[config.mk]
export PLATFORM = sky130hd
export DESIGN_NAME = imem_program_loader
export DESIGN_NICKNAME = d
export VERILOG_FILES = /design/src/rtl/imem_program_loader.sv
export SDC_FILE = /design/constraint.sdc
export NUM_CORES = 1
export LEC_CHECK = 0
export CAP_MARGIN = 10
export CORE_ASPECT_RATIO = 0.9
export CORE_MARGIN = 2
export CORE_UTILIZATION = 47
export CTS_CLUSTER_SIZE = 25
export DETAILED_ROUTE_END_ITERATION = 16
export PLACE_DENSITY_LB_ADDON = 0.1
export SLEW_MARGIN = 20
export SYNTH_ARGS = -nofsm -noshare
export SYNTH_HDL_FRONTEND = slang
export SYNTH_SLANG_ARGS = --single-unit
[constraint.sdc]
create_clock -name clk -period 8.2 [get_ports clk]
set_input_delay 1.64 -clock clk [delete_from_list [all_inputs] [get_ports clk]]
set_output_delay 1.64 -clock clk [all_outputs]
set_load 0.05 [all_outputs]
[src/rtl/imem_program_loader.sv]
// Instruction-memory preloader: streams words into IMEM, reads them back to
// verify a rotate/XOR checksum, then releases the core enable.
//
// state  | meaning
// IDLE   | waiting for start, core disabled
// LOAD   | accepting stream beats, one IMEM write per beat
// VERIFY | issuing one readback per cycle
// CHECK  | draining delayed read data, then comparing checksums
// RUN    | checksum matched, core enabled
// ERROR  | overflow or checksum mismatch, core disabled
module imem_program_loader #(
    parameter int          MAX_WORDS   = 128,
    parameter logic [63:0] BASE_ADDR   = 64'h0,
    parameter int          ADDR_STRIDE = 4,
    parameter int          RD_LATENCY  = 1
) (
    input  logic        clk,
    input  logic        arst,
    input  logic        start,
    input  logic        abort,
    input  logic        s_valid,
    input  logic [31:0] s_data,
    input  logic        s_last,
    output logic        s_ready,
    output logic [63:0] addr_ext,
    output logic        wen_ext,
    output logic        ren_ext,
    output logic [31:0] wdata_ext,
    input  logic [31:0] rdata_ext,
    output logic        cpu_enable,
    output logic        busy,
    output logic        done,
    output logic        error,
    output logic [1:0]  err_code,
    output logic [7:0]  word_count,
    output logic [31:0] checksum
);

    typedef enum logic [2:0] {
        S_IDLE, S_LOAD, S_VERIFY, S_CHECK, S_RUN, S_ERROR
    } state_t;

    localparam logic [7:0]  MAX_W8  = 8'(MAX_WORDS);
    localparam logic [63:0] STRIDE  = 64'(ADDR_STRIDE);

    function automatic logic [31:0] rotl1(input logic [31:0] x);
        return {x[30:0], x[31]};
    endfunction

    state_t                state_q, state_d;
    logic                  last_q, last_d;
    logic                  s_ready_q, s_ready_d;
    logic [63:0]           addr_q, addr_d;
    logic                  wen_q, wen_d;
    logic                  ren_q, ren_d;
    logic [31:0]           wdata_q, wdata_d;
    logic                  cpu_en_q, cpu_en_d;
    logic                  busy_q, busy_d;
    logic                  done_q, done_d;
    logic                  error_q, error_d;
    logic [1:0]            err_q, err_d;
    logic [7:0]            wc_q, wc_d;
    logic [31:0]           cs_q, cs_d;
    logic [7:0]            rd_idx_q, rd_idx_d;
    logic [7:0]            samp_cnt_q, samp_cnt_d;
    logic [31:0]           vsum_q, vsum_d;
    logic [RD_LATENCY-1:0] pipe_q, pipe_d;
    logic                  samp_valid;

    // Next-state, datapath and registered-output computation.
    always_comb begin
        state_d    = state_q;
        last_d     = last_q;
        addr_d     = addr_q;
        wen_d      = 1'b0;
        ren_d      = 1'b0;
        wdata_d    = wdata_q;
        err_d      = err_q;
        wc_d       = wc_q;
        cs_d       = cs_q;
        rd_idx_d   = rd_idx_q;
        // pipe_q[i] marks that read data is valid i+1 cycles after the issue.
        pipe_d     = RD_LATENCY'({pipe_q, ren_q});
        samp_valid = pipe_q[RD_LATENCY-1];
        vsum_d     = vsum_q;
        samp_cnt_d = samp_cnt_q;
        if (samp_valid) begin
            vsum_d     = rotl1(vsum_q) ^ rdata_ext;
            samp_cnt_d = samp_cnt_q + 8'd1;
        end

        case (state_q)
            S_IDLE, S_RUN, S_ERROR: begin
                if (start) begin
                    state_d = S_LOAD;
                    last_d  = 1'b0;
                    wc_d    = 8'd0;
                    cs_d    = 32'd0;
                    err_d   = 2'b00;
                end else if (state_q == S_RUN && abort) begin
                    state_d = S_IDLE;
                end
            end
            S_LOAD: begin
                if (last_q) begin
                    // Final write cycle is on the bus now; first readback goes next.
                    ren_d      = 1'b1;
                    addr_d     = BASE_ADDR;
                    rd_idx_d   = 8'd1;
                    vsum_d     = 32'd0;
                    samp_cnt_d = 8'd0;
                    state_d    = (wc_q == 8'd1) ? S_CHECK : S_VERIFY;
                end else if (s_valid && s_ready_q) begin
                    if (wc_q == MAX_W8) begin
                        state_d = S_ERROR;
                        err_d   = 2'b01;
                    end else begin
                        wen_d   = 1'b1;
                        addr_d  = BASE_ADDR + ({56'd0, wc_q} * STRIDE);
                        wdata_d = s_data;
                        cs_d    = rotl1(cs_q) ^ s_data;
                        wc_d    = wc_q + 8'd1;
                        last_d  = s_last;
                    end
                end
            end
            S_VERIFY: begin
                ren_d    = 1'b1;
                addr_d   = BASE_ADDR + ({56'd0, rd_idx_q} * STRIDE);
                rd_idx_d = rd_idx_q + 8'd1;
                if (rd_idx_d == wc_q) state_d = S_CHECK;
            end
            S_CHECK: begin
                // Compare against the sum including this cycle's sample, if any.
                if (samp_cnt_d == wc_q) begin
                    if (vsum_d == cs_q) begin
                        state_d = S_RUN;
                    end else begin
                        state_d = S_ERROR;
                        err_d   = 2'b10;
                    end
                end
            end
            default: state_d = S_IDLE;
        endcase

        s_ready_d = (state_d == S_LOAD) && !last_d;
        busy_d    = (state_d == S_LOAD) || (state_d == S_VERIFY) || (state_d == S_CHECK);
        cpu_en_d  = (state_d == S_RUN);
        done_d    = (state_d == S_RUN);
        error_d   = (state_d == S_ERROR);
    end

    // State and output registers, cleared asynchronously.
    always_ff @(posedge clk or posedge arst) begin
        if (arst) begin
            state_q    <= S_IDLE;
            last_q     <= 1'b0;
            s_ready_q  <= 1'b0;
            addr_q     <= 64'd0;
            wen_q      <= 1'b0;
            ren_q      <= 1'b0;
            wdata_q    <= 32'd0;
            cpu_en_q   <= 1'b0;
            busy_q     <= 1'b0;
            done_q     <= 1'b0;
            error_q    <= 1'b0;
            err_q      <= 2'b00;
            wc_q       <= 8'd0;
            cs_q       <= 32'd0;
            rd_idx_q   <= 8'd0;
            samp_cnt_q <= 8'd0;
            vsum_q     <= 32'd0;
            pipe_q     <= '0;
        end else begin
            state_q    <= state_d;
            last_q     <= last_d;
            s_ready_q  <= s_ready_d;
            addr_q     <= addr_d;
            wen_q      <= wen_d;
            ren_q      <= ren_d;
            wdata_q    <= wdata_d;
            cpu_en_q   <= cpu_en_d;
            busy_q     <= busy_d;
            done_q     <= done_d;
            error_q    <= error_d;
            err_q      <= err_d;
            wc_q       <= wc_d;
            cs_q       <= cs_d;
            rd_idx_q   <= rd_idx_d;
            samp_cnt_q <= samp_cnt_d;
            vsum_q     <= vsum_d;
            pipe_q     <= pipe_d;
        end
    end

    assign s_ready    = s_ready_q;
    assign addr_ext   = addr_q;
    assign wen_ext    = wen_q;
    assign ren_ext    = ren_q;
    assign wdata_ext  = wdata_q;
    assign cpu_enable = cpu_en_q;
    assign busy       = busy_q;
    assign done       = done_q;
    assign error      = error_q;
    assign err_code   = err_q;
    assign word_count = wc_q;
    assign checksum   = cs_q;

endmodule

Yosys cells after proc, flatten, opt, wreduce, memory -nomap -nowiden
Index checks and enable logic that the tools add are counted.
{ "op_classes": {"addsub": 3, "n_eq_ne": 25, "mux": 50, "n_bitwise": 4, "reduce_logical": 16} }
{ "ops": {"columns": ["op", "count"], "rows": [
  ["2-to-1 mux 32 bit", 7],
  ["2-to-1 mux 64 bit", 3],
  ["case mux 64 bit (2 select lines)", 1],
  ["2-to-1 mux 8 bit", 8],
  ["case mux 32 bit (2 select lines)", 1],
  ["bitwise XOR 32 bit", 2],
  ["== test 32 bit", 1],
  ["case mux 8 bit (2 select lines)", 2],
  ["adder 8 x 1 -> 8 bit (second input constant)", 3],
  ["2-to-1 mux 3 bit", 7],
  ["== test 8 bit", 2],
  ["!= test 2 bit (second input constant)", 8],
  ["== test 3 x 2 -> 1 bit (second input constant)", 4],
  ["== test 3 bit (second input constant)", 4],
  ["2-to-1 mux 2 bit", 6],
  ["case mux 3 bit (4 select lines)", 1],
  ["2-to-1 mux 1 bit", 11],
  ["== test 8 x 1 -> 1 bit (second input constant)", 1],
  ["== test 8 bit (second input constant)", 1],
  ["AND reduction 7 bit", 1],
  ["== test 3 x 1 -> 1 bit (second input constant)", 2],
  ["!= test 3 bit (second input constant)", 2],
  ["case mux 2 bit (3 select lines)", 1],
  ["AND reduction 5 bit", 1],
  ["other kinds (12)", 18]
]} }
{ "totals": {"in_bits": 70, "out_inout_bits": 145, "register_bits": 197} }

Longest topological paths before layout
{ "logic_depth": {"ltp_word": 9, "mapped_depth": 10, "mapped_depth_nobuf": 8} }

Least setup slack after synthesis
Ideal clock, no wire load.
{ "synth_timing": {"kind": "input to register", "start": "in rdata_ext[0]", "end": "reg err_q[1], in the netlist err_code[1]", "setup_time_ps": 124, "slack_ps": 5113, "t_arrival_ps": 2963, "path_stages": 7, "cell_sequence": "xnor2_1 -> a211oi_1 -> a31o_2 -> a311o_1 -> nor4_1 -> nand2b_1 -> o21ai_1"} }
{ "synth_via": {"elab_chain_cells": 5} }
{ "synth_lines": {"columns": ["item", "line", "text"], "rows": [
  ["start, declared", "29", "input logic [31:0] rdata_ext,"],
  ["bitwise XOR 32 bit", "88", "vsum_d = rotl1(vsum_q) ^ rdata_ext;"],
  ["2-to-1 mux 32 bit", "87", "if (samp_valid) begin"],
  ["== test 32 bit", "136", "if (vsum_d == cs_q) begin"],
  ["!= test 2 bit (no line)", null, null],
  ["AND reduction 7 bit (no line)", null, null],
  ["end signal, assigned", "187", "err_q <= err_d;"],
  ["end, declared", "61", "logic [1:0] err_q, err_d;"]
]} }
No other way between the ends.
A chain may end at the register's enable or synchronous reset.

Worst setup path in the final report
{ "layout_timing": {"start": "in s_valid", "end": "reg wdata_q[2], in the netlist wdata_ext[2]"} }
{ "layout_via": {"elab_chain_cells": 2} }
{ "layout_lines": {"columns": ["item", "line", "text"], "rows": [
  ["start, declared", "21", "input logic s_valid,"],
  ["logical AND 1 bit", "113", "end else if (s_valid && s_ready_q) begin"],
  ["AND reduction 4 bit (no line)", null, null],
  ["end signal, assigned", "182", "wdata_q <= wdata_d;"],
  ["end, declared", "56", "logic [31:0] wdata_q, wdata_d;"]
]} }
No other way between the ends.

==> metrics.cfg <==
[critical_path]
crit_path_end = wdata_ext[2]$_DFFE_PP0P_
cp.required_ns = 8.50
start_kind = input pin
cp-startpoint = s_valid
worst-path-max-fanout = 27
timing.rr.end = wdata_ext[2]$_DFFE_PP0P_
arrival_ns = 4.09
critical_path_class = input pin to flip-flop
r2r-start = word_count[1]$_DFFE_PP0P_
reg2reg_depth = 6
crit_chain = clkdlybuf4s50_1, nand2_1, nor4_4, buf_4, mux2_2
max_stage_delay_ns = 0.91
rrSetupSlack_ns = 5.08
end_kind = flip-flop
slowest_stage = nor4_4

[floorplanning]
die_area_mm2 = 0.0183
rows = 45
initial_core_util_pct = 48.1
ios = 215
die_y_um = 128
die_width_um = 142
core_area_mm2 = 0.0168

[timing]
setup_viol = 0
fin_tns_setup_ns = 0
period_needed_ns = 3.79
maxSlewViolCount = 0
final.setup_skew_ns = 0.00707
rsz0062_at_grt = no
fin_ws_ns = 4.41
tightestPinTransition_ns = 1.09
fmax_mhz = 264
finalHoldViolations = 0
relSlewSlack_pct = 27.3
period_share_pct = 46.2

[synth]
synth_edf_count = 0
netlist_area_mm2 = 0.00809
ys_ff_latch = 141
synth_warnings = 0
synth.distinct_cells = 57
synth-async-reset-ratio_pct = 100
synth_seq_area_share_pct = 43.6
syn-mean-instance-area_um2 = 10.4
synth_top_flop_cell = dfrtp_1
syn_inst = 781

[grt]
grtUsageTotal_pct = 22.6
antenna_found_initial = 0
grt_pass1_wl_mm = 31.9
grt_pass1_vias = 5802
grt_overflow = 0
grt_max_degree = 88

[route]
viasPerCell = 5.32
drt_iter0_drc = 326
detail_route.drc_violations = 0
wire_per_inst_um = 17.6
vias = 6089
drtAntennaViolNets = 0
firstDrtPassIters = 5
totalWireLength_mm = 20.1

[place]
dpl_cell_area_mm2 = 0.00959
place_congestion = 0.923
port_buffers = 158
hpwlAfterDp_mm = 14.1
place_ws_ns = 3.92

[layout]
fin_nets = 996
drive_gt1_share_pct = 9.65
syn_to_final_growth_pct = 26.7
final_util_pct = 60.9
antennaDiodeCount = 0
stdcell_area_mm2 = 0.0102

[clocking]
ctsResizeCount = 0
htree_levels = 4
cts_sinks = 141
clk_pin_slew_worst_paths_ns = 0.06
postCtsHoldBufs = 0
postCtsSetupRepairBufs = 0
clock_path_buffers = 2
clk_latency_ns = 0.42
cts_root_buf = clkbuf_16
cts_tree = done
numCtsBuffers = 17

[power_and_ir_drop]
leakage_nw = 4.30
comb_power_share_pct = 52.4
power.density_mw_per_mm2 = 455
power.switching_mw = 2.14
power_frac_clock_pct = 18.4
total_power_mw = 4.66
pwr-share-seq_pct = 29.2
switching_share_pct = 46.0
intPower_mw = 2.52
ir_drop_mv = 0.267

[status]
status = finished clean

[run]
maxCapViolCount = 0

[worst_hold_path]
hp-class = flip-flop to flip-flop

==> layout make-up <==
| type | instances | area, um2 |
|---|---|---|
| Multi-Input combinational cell | 588 | 4140 |
| Fill cell | 1380 | 6590 |
| Clock inverter | 11 | 188 |
| Sequential cell | 141 | 3530 |
| Timing Repair Buffer | 163 | 1620 |
| Clock buffer | 20 | 467 |
| Tap cell | 211 | 264 |
| Inverter | 10 | 42.5 |
==> power by group through the flow <==
stage | combinational, mW | clock, mW | sequential (mW)
floorplan | 1.22 | 0 | 1.86
global placement | 2.40 | 0 | 1.36
detailed placement | 2.42 | 0 | 1.37
CTS | 2.44 | 0.876 | 1.36
global route | 2.61 | 0.913 | 1.40
finish | 2.44 | 0.859 | 1.36
==> Yosys cell counts (5+ instances only) <==
cell	number	area, um2
dfrtp_1	141	3530
buf_2	14	70.1
buf_4	59	443
a21oi_1	19	95.1
a211oi_1	31	233
mux2_2	33	372
and3_1	12	75.1
clkbuf_1	21	78.8
nand2b_1	6	37.5
xnor2_1	105	920
a22o_1	6	52.6
nor4_1	7	43.8
inv_1	9	33.8
nor3_1	9	45.0
ha_1	5	62.6
nand4_1	15	93.8
a31oi_1	5	31.3
xnor3_1	15	338
xor2_1	33	289
nor2_1	67	251
nand2_1	70	263
o31ai_1	29	218
o21ai_0	20	100
==> stage by stage <==
stage	cells	hold slack, ns
after floorplan	836	0.498
after global placement	1112	0.366
after detailed placement	1112	0.371
after CTS	1143	0.383
after global routing	1144	0.385
final	1144	0.377
==> flip-flops by register name, summed over array words and instances (netlist names), 2 cells and up <==
signal      flops
state_q         3
addr_ext        8
vsum_q         32
word_count      8
err_code        2
rd_idx_q        8
samp_cnt_q      8
wdata_ext      32
checksum       32
==> cells by family after synthesis <==
logic type | after synthesis | synth area share, %
compound gates | 127 | 10.7
xor+xnor | 154 | 19.3
fa+ha+maj | 5 | 0.773
buf+inv | 107 | 7.92
flops | 141 | 43.6
mux | 37 | 5.09
other cells | 1 | 0.0464
simple gates | 209 | 12.5
==> placed cells by master, fill, tap and decap left out, types with 7 or more instances in the layout <==
| cell | n |
|---|---|
| xnor3_1 | 15 |
| xnor2_1 | 105 |
| a211oi_1 | 31 |
| and3_1 | 12 |
| nor3_1 | 9 |
| conb_1 | 56 |
| nor2_1 | 66 |
| a21oi_1 | 19 |
| nor4_1 | 7 |
| nand2_1 | 70 |
| clkbuf_16 | 17 |
| nand4_1 | 15 |
| o31ai_1 | 29 |
| mux2_2 | 33 |
| xor2_1 | 33 |
| o21ai_0 | 20 |
| inv_1 | 8 |
| clkdlybuf4s50_1 | 158 |
| dfrtp_1 | 140 |
==> critical path: cells and delay by family <==
| family | cells | cell delay [ns] |
|---|---|---|
| muxes | 1 | 0.39 |
| and+or+nand+nor | 2 | 1.06 |
| buffers and inverters | 2 | 0.97 |
==> per-layer routing <==
metal	track usage, %	routed length [um]
met1	31.9	9250
met2	32.9	8930
met3	6.92	1410
met4	8.21	527
met5	0	0
==> worst min path at each step <==
stage               slack, ns                     from                       to  cells after the start
global route             0.39        ren_ext$_DFF_PP0_         pipe_q$_DFF_PP0_                      0
floorplan                0.50  rd_idx_q[7]$_DFFE_PP0P_  rd_idx_q[7]$_DFFE_PP0P_                      1
global placement         0.37        ren_ext$_DFF_PP0_         pipe_q$_DFF_PP0_                      0
CTS                      0.38        ren_ext$_DFF_PP0_         pipe_q$_DFF_PP0_                      0
detailed placement       0.37        ren_ext$_DFF_PP0_         pipe_q$_DFF_PP0_                      0
finish                   0.38        ren_ext$_DFF_PP0_         pipe_q$_DFF_PP0_                      0
(Power assumes the default switching activity.)
